**config.mk**
```make
export PLATFORM = sky130hd
export DESIGN_NAME = data_reg_bank_stream_flat
export DESIGN_NICKNAME = d
export VERILOG_FILES = /design/src/rtl/data_reg_bank_stream_pkg.sv /design/src/rtl/data_reg_bank_stream_if.sv /design/src/rtl/data_reg_bank_stream_wrap_ptr_ctr.sv /design/src/rtl/data_reg_bank_stream.sv /design/src/flat_wrapper.sv
export SDC_FILE = /design/constraint.sdc
export NUM_CORES = 1
export LEC_CHECK = 0
export ABC_CLOCK_PERIOD_IN_PS = 20000
export BUFFER_PORTS_ARGS = -buffer_cell sky130_fd_sc_hd__buf_2
export CAP_MARGIN = 20
export CORE_AREA = 2 2 296 298
export DETAILED_ROUTE_END_ITERATION = 10
export DIE_AREA = 0 0 298 300
export GPL_TIMING_DRIVEN = 0
export SLEW_MARGIN = 20
export SYNTH_ARGS = -nofsm -noshare
export SYNTH_HDL_FRONTEND = slang
export SYNTH_SLANG_ARGS = --single-unit
```
**constraint.sdc**
```tcl
create_clock -name clk -period 20 [get_ports clk]
set_clock_uncertainty 0.05 [all_clocks]
set_input_delay 3 -clock clk [delete_from_list [all_inputs] [get_ports clk]]
set_output_delay 3 -clock clk [all_outputs]
set_load 0.005 [all_outputs]
```
**src/rtl/data_reg_bank_stream_pkg.sv**
```systemverilog
// Shared types and helpers for the data_reg_bank_stream register bank.
package data_reg_bank_pkg;

    typedef enum logic {
        IDLE   = 1'b0,
        UNLOAD = 1'b1
    } state_t;

    // Pointer width for n slots; never below one bit.
    function automatic int clog2_min1(input int n);
        return (n <= 2) ? 1 : $clog2(n);
    endfunction

endpackage

```
**src/rtl/data_reg_bank_stream_if.sv**
```systemverilog
// Stream-load / stream-unload handshake bundle of data_reg_bank_stream.
// Valid/ready: a beat transfers on every rising clk edge where valid & ready are both high;
// the source holds valid and data stable until that edge, and ready may depend on the source's strobes.
interface data_reg_bank_stream_if
    import data_reg_bank_pkg::*;
#(
    parameter int DATA_W = 32
);

    logic              in_valid;
    logic [DATA_W-1:0] in_data;
    logic              in_ready;
    logic              load_done;
    logic              start_unload;
    logic              out_valid;
    logic [DATA_W-1:0] out_data;
    logic              out_ready;
    logic              unload_done;
    logic              busy;
    state_t            unload_state;

    modport master (
        output in_valid,
        output in_data,
        output start_unload,
        output out_ready,
        input  in_ready,
        input  load_done,
        input  out_valid,
        input  out_data,
        input  unload_done,
        input  busy,
        input  unload_state
    );

    modport slave (
        input  in_valid,
        input  in_data,
        input  start_unload,
        input  out_ready,
        output in_ready,
        output load_done,
        output out_valid,
        output out_data,
        output unload_done,
        output busy,
        output unload_state
    );

endinterface

```
**src/rtl/data_reg_bank_stream_wrap_ptr_ctr.sv**
```systemverilog
// Modulo-MAX pointer: advances on inc, returns to 0 on clr or after slot MAX-1.
module wrap_ptr_ctr
    import data_reg_bank_pkg::*;
#(
    parameter  int MAX = 10,
    localparam int W   = clog2_min1(MAX)
) (
    input  logic         clk,
    input  logic         rst,
    input  logic         inc,
    input  logic         clr,
    output logic [W-1:0] ptr,
    output logic         wrap
);

    // wrap marks the increment that leaves the last slot; a clr in the same cycle cancels it.
    assign wrap = inc & ~clr & (ptr == W'(MAX - 1));

    always_ff @(posedge clk or posedge rst) begin
        if (rst) begin
            ptr <= '0;
        end else if (clr) begin
            ptr <= '0;
        end else if (inc) begin
            ptr <= wrap ? '0 : ptr + 1'b1;
        end
    end

endmodule

```
**src/rtl/data_reg_bank_stream.sv**
```systemverilog
// Parametrised register bank with addressed/parallel writes, stream load and FSM-driven stream unload.
// Optional synchronous clear port built when DATA_REG_BANK_CLEAR_EN is defined.
module data_reg_bank_stream
    import data_reg_bank_pkg::*;
#(
    parameter int NUM_REGS = 10,
    parameter int DATA_W   = 32,
    parameter int ADDR_W   = clog2_min1(NUM_REGS)
) (
    input  logic                       clk,
    input  logic                       rst,
`ifdef DATA_REG_BANK_CLEAR_EN
    input  logic                       clear,
`endif
    input  logic                       write_addr,
    input  logic [ADDR_W-1:0]          address,
    input  logic [DATA_W-1:0]          data_in,
    input  logic                       write_all,
    input  logic [NUM_REGS*DATA_W-1:0] par_in,
    output logic [NUM_REGS*DATA_W-1:0] regs_out,
    data_reg_bank_stream_if.slave      strm
);

    logic              clr;
    logic [DATA_W-1:0] regs [NUM_REGS];
    logic [ADDR_W-1:0] load_ptr;
    logic [ADDR_W-1:0] rd_ptr;
    logic              load_wrap;
    logic              rd_wrap;
    logic              accept;
    logic              out_fire;
    logic              rd_start;
    state_t            state;
    state_t            state_next;

`ifdef DATA_REG_BANK_CLEAR_EN
    assign clr = clear;
`else
    assign clr = 1'b0;
`endif

    assign strm.in_ready = ~write_addr & ~write_all & ~clr;
    assign accept        = strm.in_valid & strm.in_ready;

    assign strm.out_valid    = (state == UNLOAD);
    assign strm.busy         = (state == UNLOAD);
    assign strm.unload_state = state;
    assign strm.out_data     = regs[rd_ptr];
    assign out_fire          = strm.out_valid & strm.out_ready;
    assign rd_start          = (state == IDLE) & strm.start_unload;

    wrap_ptr_ctr #(.MAX(NUM_REGS)) u_load_ptr (
        .clk  (clk),
        .rst  (rst),
        .inc  (accept),
        .clr  (clr),
        .ptr  (load_ptr),
        .wrap (load_wrap)
    );

    wrap_ptr_ctr #(.MAX(NUM_REGS)) u_rd_ptr (
        .clk  (clk),
        .rst  (rst),
        .inc  (out_fire),
        .clr  (clr | rd_start),
        .ptr  (rd_ptr),
        .wrap (rd_wrap)
    );

    // One write source per edge; an out-of-range write_addr still blocks write_all and the stream.
    always_ff @(posedge clk or posedge rst) begin
        if (rst) begin
            for (int i = 0; i < NUM_REGS; i++) regs[i] <= '0;
        end else if (clr) begin
            for (int i = 0; i < NUM_REGS; i++) regs[i] <= '0;
        end else if (write_addr) begin
            if (int'(address) < NUM_REGS) regs[address] <= data_in;
        end else if (write_all) begin
            for (int i = 0; i < NUM_REGS; i++) regs[i] <= par_in[i*DATA_W +: DATA_W];
        end else if (accept) begin
            regs[load_ptr] <= strm.in_data;
        end
    end

    always_ff @(posedge clk or posedge rst) begin
        if (rst) begin
            state            <= IDLE;
            strm.load_done   <= 1'b0;
            strm.unload_done <= 1'b0;
        end else begin
            state            <= state_next;
            strm.load_done   <= load_wrap;
            strm.unload_done <= rd_wrap;
        end
    end

    always_comb begin
        state_next = state;
        case (state)
            IDLE:    if (strm.start_unload) state_next = UNLOAD;
            UNLOAD:  if (rd_wrap) state_next = IDLE;
            default: state_next = IDLE;
        endcase
        if (clr) state_next = IDLE;
    end

    for (genvar g = 0; g < NUM_REGS; g++) begin : g_pack
        assign regs_out[g*DATA_W +: DATA_W] = regs[g];
    end

endmodule

```
**src/flat_wrapper.sv**
```systemverilog
// flat-port wrapper written by rule: the top's interface ports become plain ports
module data_reg_bank_stream_flat import data_reg_bank_pkg::*;
#(
    parameter int NUM_REGS = 10,
    parameter int DATA_W   = 32,
    parameter int ADDR_W   = clog2_min1(NUM_REGS)
)
  (clk, rst, write_addr, address, data_in, write_all, par_in, regs_out, strm_in_valid, strm_in_data, strm_start_unload, strm_out_ready, strm_in_ready, strm_load_done, strm_out_valid, strm_out_data, strm_unload_done, strm_busy, strm_unload_state);
  data_reg_bank_stream_if #(.DATA_W(DATA_W)) strm_i ();
  input  logic clk;
  input  logic rst;
  input  logic write_addr;
  input  logic [ADDR_W-1:0] address;
  input  logic [DATA_W-1:0] data_in;
  input  logic write_all;
  input  logic [NUM_REGS*DATA_W-1:0] par_in;
  output logic [NUM_REGS*DATA_W-1:0] regs_out;
  input wire logic [$bits(strm_i.in_valid)-1:0] strm_in_valid;
  input wire logic [$bits(strm_i.in_data)-1:0] strm_in_data;
  input wire logic [$bits(strm_i.start_unload)-1:0] strm_start_unload;
  input wire logic [$bits(strm_i.out_ready)-1:0] strm_out_ready;
  output wire logic [$bits(strm_i.in_ready)-1:0] strm_in_ready;
  output wire logic [$bits(strm_i.load_done)-1:0] strm_load_done;
  output wire logic [$bits(strm_i.out_valid)-1:0] strm_out_valid;
  output wire logic [$bits(strm_i.out_data)-1:0] strm_out_data;
  output wire logic [$bits(strm_i.unload_done)-1:0] strm_unload_done;
  output wire logic [$bits(strm_i.busy)-1:0] strm_busy;
  output wire logic [$bits(strm_i.unload_state)-1:0] strm_unload_state;
  assign strm_i.in_valid = strm_in_valid;
  assign strm_i.in_data = strm_in_data;
  assign strm_i.start_unload = strm_start_unload;
  assign strm_i.out_ready = strm_out_ready;
  assign strm_in_ready = strm_i.in_ready;
  assign strm_load_done = strm_i.load_done;
  assign strm_out_valid = strm_i.out_valid;
  assign strm_out_data = strm_i.out_data;
  assign strm_unload_done = strm_i.unload_done;
  assign strm_busy = strm_i.busy;
  assign strm_unload_state = strm_i.unload_state;
  data_reg_bank_stream #(.NUM_REGS(NUM_REGS), .DATA_W(DATA_W), .ADDR_W(ADDR_W)) u_core (.clk(clk), .rst(rst), .write_addr(write_addr), .address(address), .data_in(data_in), .write_all(write_all), .par_in(par_in), .regs_out(regs_out), .strm(strm_i));
endmodule
```
Word level (Yosys, flattened, before mapping). Cells that the tools add are included.

Flip-flop bits (word level): 331. Input bits: 395. Logic and storage cells: 65. Output and inout bits: 358.

Bitwise logic cells: 14. $add $sub $neg: 2. Magnitude comparators: 6. Equal/unequal tests: 3. Reductions and logical operators: 5. Muxes and demuxes: 20.

Operator list (number): $mux W320 (4); $bwmux W320 (2); $demux W32 S4 (2); $bmux W32 S4 (1); $mux W32 (4); $mux W4 (4); $ge A5 B5 Y1 const B (3); $not A4 Y5 (3); $lt A5 B1 Y1 const B (2); $add A4 B1 Y4 const B (2); $eq A4 B4 Y1 const B (2); $and A1 B1 Y1 (7); $lt A4 B4 Y1 const B (1); $not A1 Y1 (4); $reduce_bool A3 Y1 (1); $logic_and A1 B1 Y1 (2); $mux W1 (2); $ne A2 B1 Y1 const B (1); $pmux W1 S2 (1); $reduce_and A2 Y1 (1); $reduce_bool A2 Y1 (1).

Depth between registers and ports, before layout.
Depth after elaboration: 9. Depth in mapped cells: 8. Gate-level depth less buffers: 6.

Hierarchy. From an unflattened synthesis, not the netlist that was laid out.

Cells, all modules: 2007. Area total of the unflattened synthesis: 21598.2 um^2.

By module, submodules not included: data_reg_bank_stream (area each 21097.7 um^2, instances 1, cells each 1955, sequential area each 8082.8 um^2); wrap_ptr_ctr (area each 250.2 um^2, instances 2, cells each 26, sequential area each 100.1 um^2).

Least setup slack after synthesis. OpenSTA, ideal clock, no wires.

Kind: input to output. Start point: input write_addr. End point: output strm_in_ready. Path buffers: 1. Arrival time: 3.568 ns. Stages on the path: 3. Required time: 16.950 ns. Path slack: 13.382 ns. Cells stage by stage: or2_2 buf_2 inv_1.

Longest elaborated chain between the ends: 2.

Ends and longest elaborated chain: start, declared (line flat_wrapper.sv:12) `input logic write_addr;`; $not A1 Y1 (line data_reg_bank_stream.sv:42) `assign strm.in_ready = ~write_addr & ~write_all & ~clr;`; $and A1 B1 Y1 (line data_reg_bank_stream.sv:42); end, declared (line flat_wrapper.sv:22) `output wire logic [$bits(strm_i.in_ready)-1:0] strm_in_ready;`.

No other way between the ends.

Final worst setup path. Same ends and word-level chain as after synthesis.

==> qor.txt <==
=================================================================================================
Internal reg-to-reg setup slack                                                         16,380 ps
Highest ir drop seen on vdd                                                             0.0735 mV
Effective utilization at floorplan                                                          23.9%
Net count after synthesis                                                                   2,405
Fin. Hold Viols                                                                                 0
GR Util All Layers                                                                          30.9%
Number of distinct library cell variants in the gate-level netlist after synthesis             43
Post-CTS Hold Buffers                                                                           0
Critical Path AT                                                                          4010 ps
Setup repair after global routing missed its margin                                         false
Clock tree from TritonCTS                                                                    done
Die height                                                                                 300 um
Core area                                                                             0.0862 mm^2
Std-Cell Rows                                                                                 108
Number of buffers on the longest clock path                                                     3
Largest fanout on the critical path                                                            10
Number of levels the H-tree was split into                                                      2
Latest clock arrival within the worst-skew pair                                            580 ps
Fraction of final layout cells sized beyond drive strength 1                                42.3%
Detailed-routed wire length on met2                                                     64,300 um
Cell area reported after detailed placement                                           0.0260 mm^2
Transition time at the pin with the least slew margin                                     1260 ps
Normalized max-slew margin                                                                  16.0%
Status                                                                               finished, final reports clean
Hold Crit Start                                                                      u_core.regs_out[256]
Final number of max-transition violations                                                       0
Vias in the first global route                                                             22,600
Final clock period utilization by the worst path                                            35.3%
Remaining antenna violation count                                                               0
CTS clk-pin slew, worst paths                                                               60 ps
Wire length on met1                                                                     56,500 um
Final Cell Area                                                                       0.0275 mm^2
Number of cells on the worst hold path                                                          1
Post-CTS Resized                                                                                0
First-iteration detailed-routing DRC count                                                  2,441
Highest metal used                                                                           met5
Setup TNS                                                                                    0 ps
HPWL after detailed placement                                                          106,000 um
Layout-stage area growth over the synthesis result                                          33.1%
Setup crit start                                                                       write_addr
Overall via count from detail_route                                                        23,200
Setup violation total in the final timing report                                                0
Setup Buffers After CTS                                                                         0
Startpoint type of the worst setup path                                                input port
Total number of nets in the final design                                                    3,209
DR pass1 iterations                                                                             7
Total congestion overflow after global routing                                                  0
Hold worst-path end                                                                  u_core.regs_out[256]
Initial antenna violation count                                                                36
Routed length on met3                                                                   15,300 um
Startpoint of the lowest-slack register-to-register path                             u_core.u_load_ptr.ptr[1]
FF-to-FF path depth                                                                             8
Critical R2R Capture                                                                 u_core.regs_out[177]
Number of sinks on the clock net                                                              331
Count of buffers inserted at the top-level ports                                              752
Number of warnings issued by yosys                                                              0
Die width                                                                                  298 um
Post-route DRC violation count                                                                  0
Synthesized instance count                                                                  2,004
Highest clock rate                                                                      0.142 GHz
Final min period                                                                          7060 ps
Crit path capture type                                                               primary output
Pin count of the biggest net entering global routing                                           95
Average footprint of a synthesized cell                                                 10.3 um^2
Num CTS Buffers                                                                                43
Post-Syn Area                                                                         0.0206 mm^2
Die Outline Area                                                                      0.0894 mm^2
Power Dens Cells                                                                      128 mW/mm^2
Type of the most critical hold path                                                  register to register
Post-synthesis sequential element count                                                       331
First-pass GRT wire length                                                             191,000 um
Detailed Route WL                                                                      145,000 um
Cell leakage power                                                                        12.4 nW
Class of the most critical setup path                                                input port to primary output
Clock tree root driver cell                                                          sky130_fd_sc_hd__clkbuf_16
Top-Level Pins                                                                                753
Placer Congestion                                                                           0.919
Vias per cell                                                                                5.80
Final routed wire length divided by cell count                                            36.2 um
Share of the yosys chip area belonging to registers                                         40.1%
Max-cap violation count                                                                         0
Worst Path Required                                                                     16,950 ps
Final core utilization                                                                      31.9%
=================================================================================================
## logic make-up after synthesis
group	after synthesis	share of synthesized area [%]
buffers and inverters	268	5.81
AO/OA/AOI/OAI	511	20.2
flip-flops	331	40.1
multiplexers	452	24.2
adder cells (fa/ha/maj)	6	0.364
AND/OR/NAND/NOR	436	9.31
## worst max-delay path, cell delays in order
cell and delay [ps]:
sky130_fd_sc_hd__buf_2 170, sky130_fd_sc_hd__or2_2 320, sky130_fd_sc_hd__buf_2 220, sky130_fd_sc_hd__inv_1 130, sky130_fd_sc_hd__buf_2 180
## power breakdown
part	switching, mW	leakage [nW]	internal, mW
sequential	0.176	3.90	0.855
combinational	1.01	7.85	0.645
clock	0.341	0.694	0.473
## layer usage
metal | GRT usage, % | up-vias
li1 | - | 9240
met1 | 38.9 | 11700
met2 | 48.5 | 1827
met3 | 8.90 | 434
met4 | 15.4 | 28
met5 | 0 | -
## cells in the final DEF (no fill, tap or decap), types with 31 or more instances in the layout
| master | instances |
|---|---|
| sky130_fd_sc_hd__buf_2 | 809 |
| sky130_fd_sc_hd__dfrtp_1 | 331 |
| sky130_fd_sc_hd__a221oi_1 | 319 |
| sky130_fd_sc_hd__nor2_1 | 296 |
| sky130_fd_sc_hd__mux2_2 | 228 |
| sky130_fd_sc_hd__clkbuf_1 | 165 |
| sky130_fd_sc_hd__mux2i_1 | 162 |
| sky130_fd_sc_hd__nor2b_1 | 66 |
| sky130_fd_sc_hd__a22oi_1 | 64 |
| sky130_fd_sc_hd__clkbuf_16 | 45 |
| sky130_fd_sc_hd__nand2_1 | 43 |
| sky130_fd_sc_hd__a21oi_1 | 34 |
| sky130_fd_sc_hd__o22ai_1 | 33 |
| sky130_fd_sc_hd__mux2_1 | 32 |
| sky130_fd_sc_hd__o22a_1 | 31 |
## how the worst max path moves through the flow
stage,to,cells past startpoint
2_1_floorplan,u_core.regs_out[0],1
3_3_place_gp,u_core.regs_out[45],2
3_5_place_dp,strm_in_ready,5
4_1_cts,strm_in_ready,5
5_1_grt,strm_in_ready,5
6_report,strm_in_ready,5
## through the flow
stage          power (mW)  hold WS [ps]  setup slack (ps)  std cells
2_1_floorplan        1.79           456              7780       2004
3_3_place_gp         2.64           443              2680       3911
3_5_place_dp         2.65           454             12930       3916
4_1_cts              3.47           467             12930       3993
5_1_grt              3.60           487             12930       3997
6_report             3.50           465             12940       4004
## layout make-up
| type | count | area, um^2 |
|---|---|---|
| timing repair buffer | 759 | 3910 |
| sequential | 331 | 8280 |
| inverter | 6 | 30.0 |
| tap | 1155 | 1450 |
| buffer | 262 | 1200 |
| multi-input combinational | 1405 | 11200 |
| clock inverter | 15 | 166 |
| clock buffer | 62 | 1250 |
| antenna | 9 | 22.5 |
| fill | 9218 | 58800 |
## cell usage after synthesis (all sizes together)
cell | count | area (um^2)
clkbuf | 165 | 619
nor2b | 66 | 413
a221o | 1 | 10.0
nand2b | 4 | 25.0
nand2 | 43 | 161
nor2 | 296 | 1110
mux2 | 290 | 3380
dfrtp | 331 | 8280
a21oi | 34 | 170
o211ai | 10 | 115
inv | 6 | 22.5
or2 | 4 | 25.0
or3b | 1 | 8.76
a221oi | 319 | 2790
o21ai | 14 | 70.1
buf | 97 | 558
a22oi | 64 | 480
o22a | 31 | 272
and3b | 6 | 52.6
or3 | 1 | 6.26
and3 | 1 | 6.26
mux2i | 162 | 1620
nor3b | 5 | 57.6
nand4b | 1 | 8.76
o21bai | 1 | 7.51
o211a | 1 | 10.0
nand3b | 1 | 7.51
nand3 | 3 | 15.0
a22o | 1 | 8.76
a21o | 2 | 15.0
ha | 6 | 75.1
and2 | 2 | 12.5
o22ai | 33 | 206
nor3 | 2 | 10.0
## registers in the layout (all words and copies together), names as in the netlist
signal,cells
u_core.regs_out,320
u_core.u_load_ptr.ptr,4
u_core.u_rd_ptr.ptr,4
u_core.strm.busy,1
u_core.strm.load_done,1
u_core.strm.unload_done,1
(Power assumes the default switching activity.)
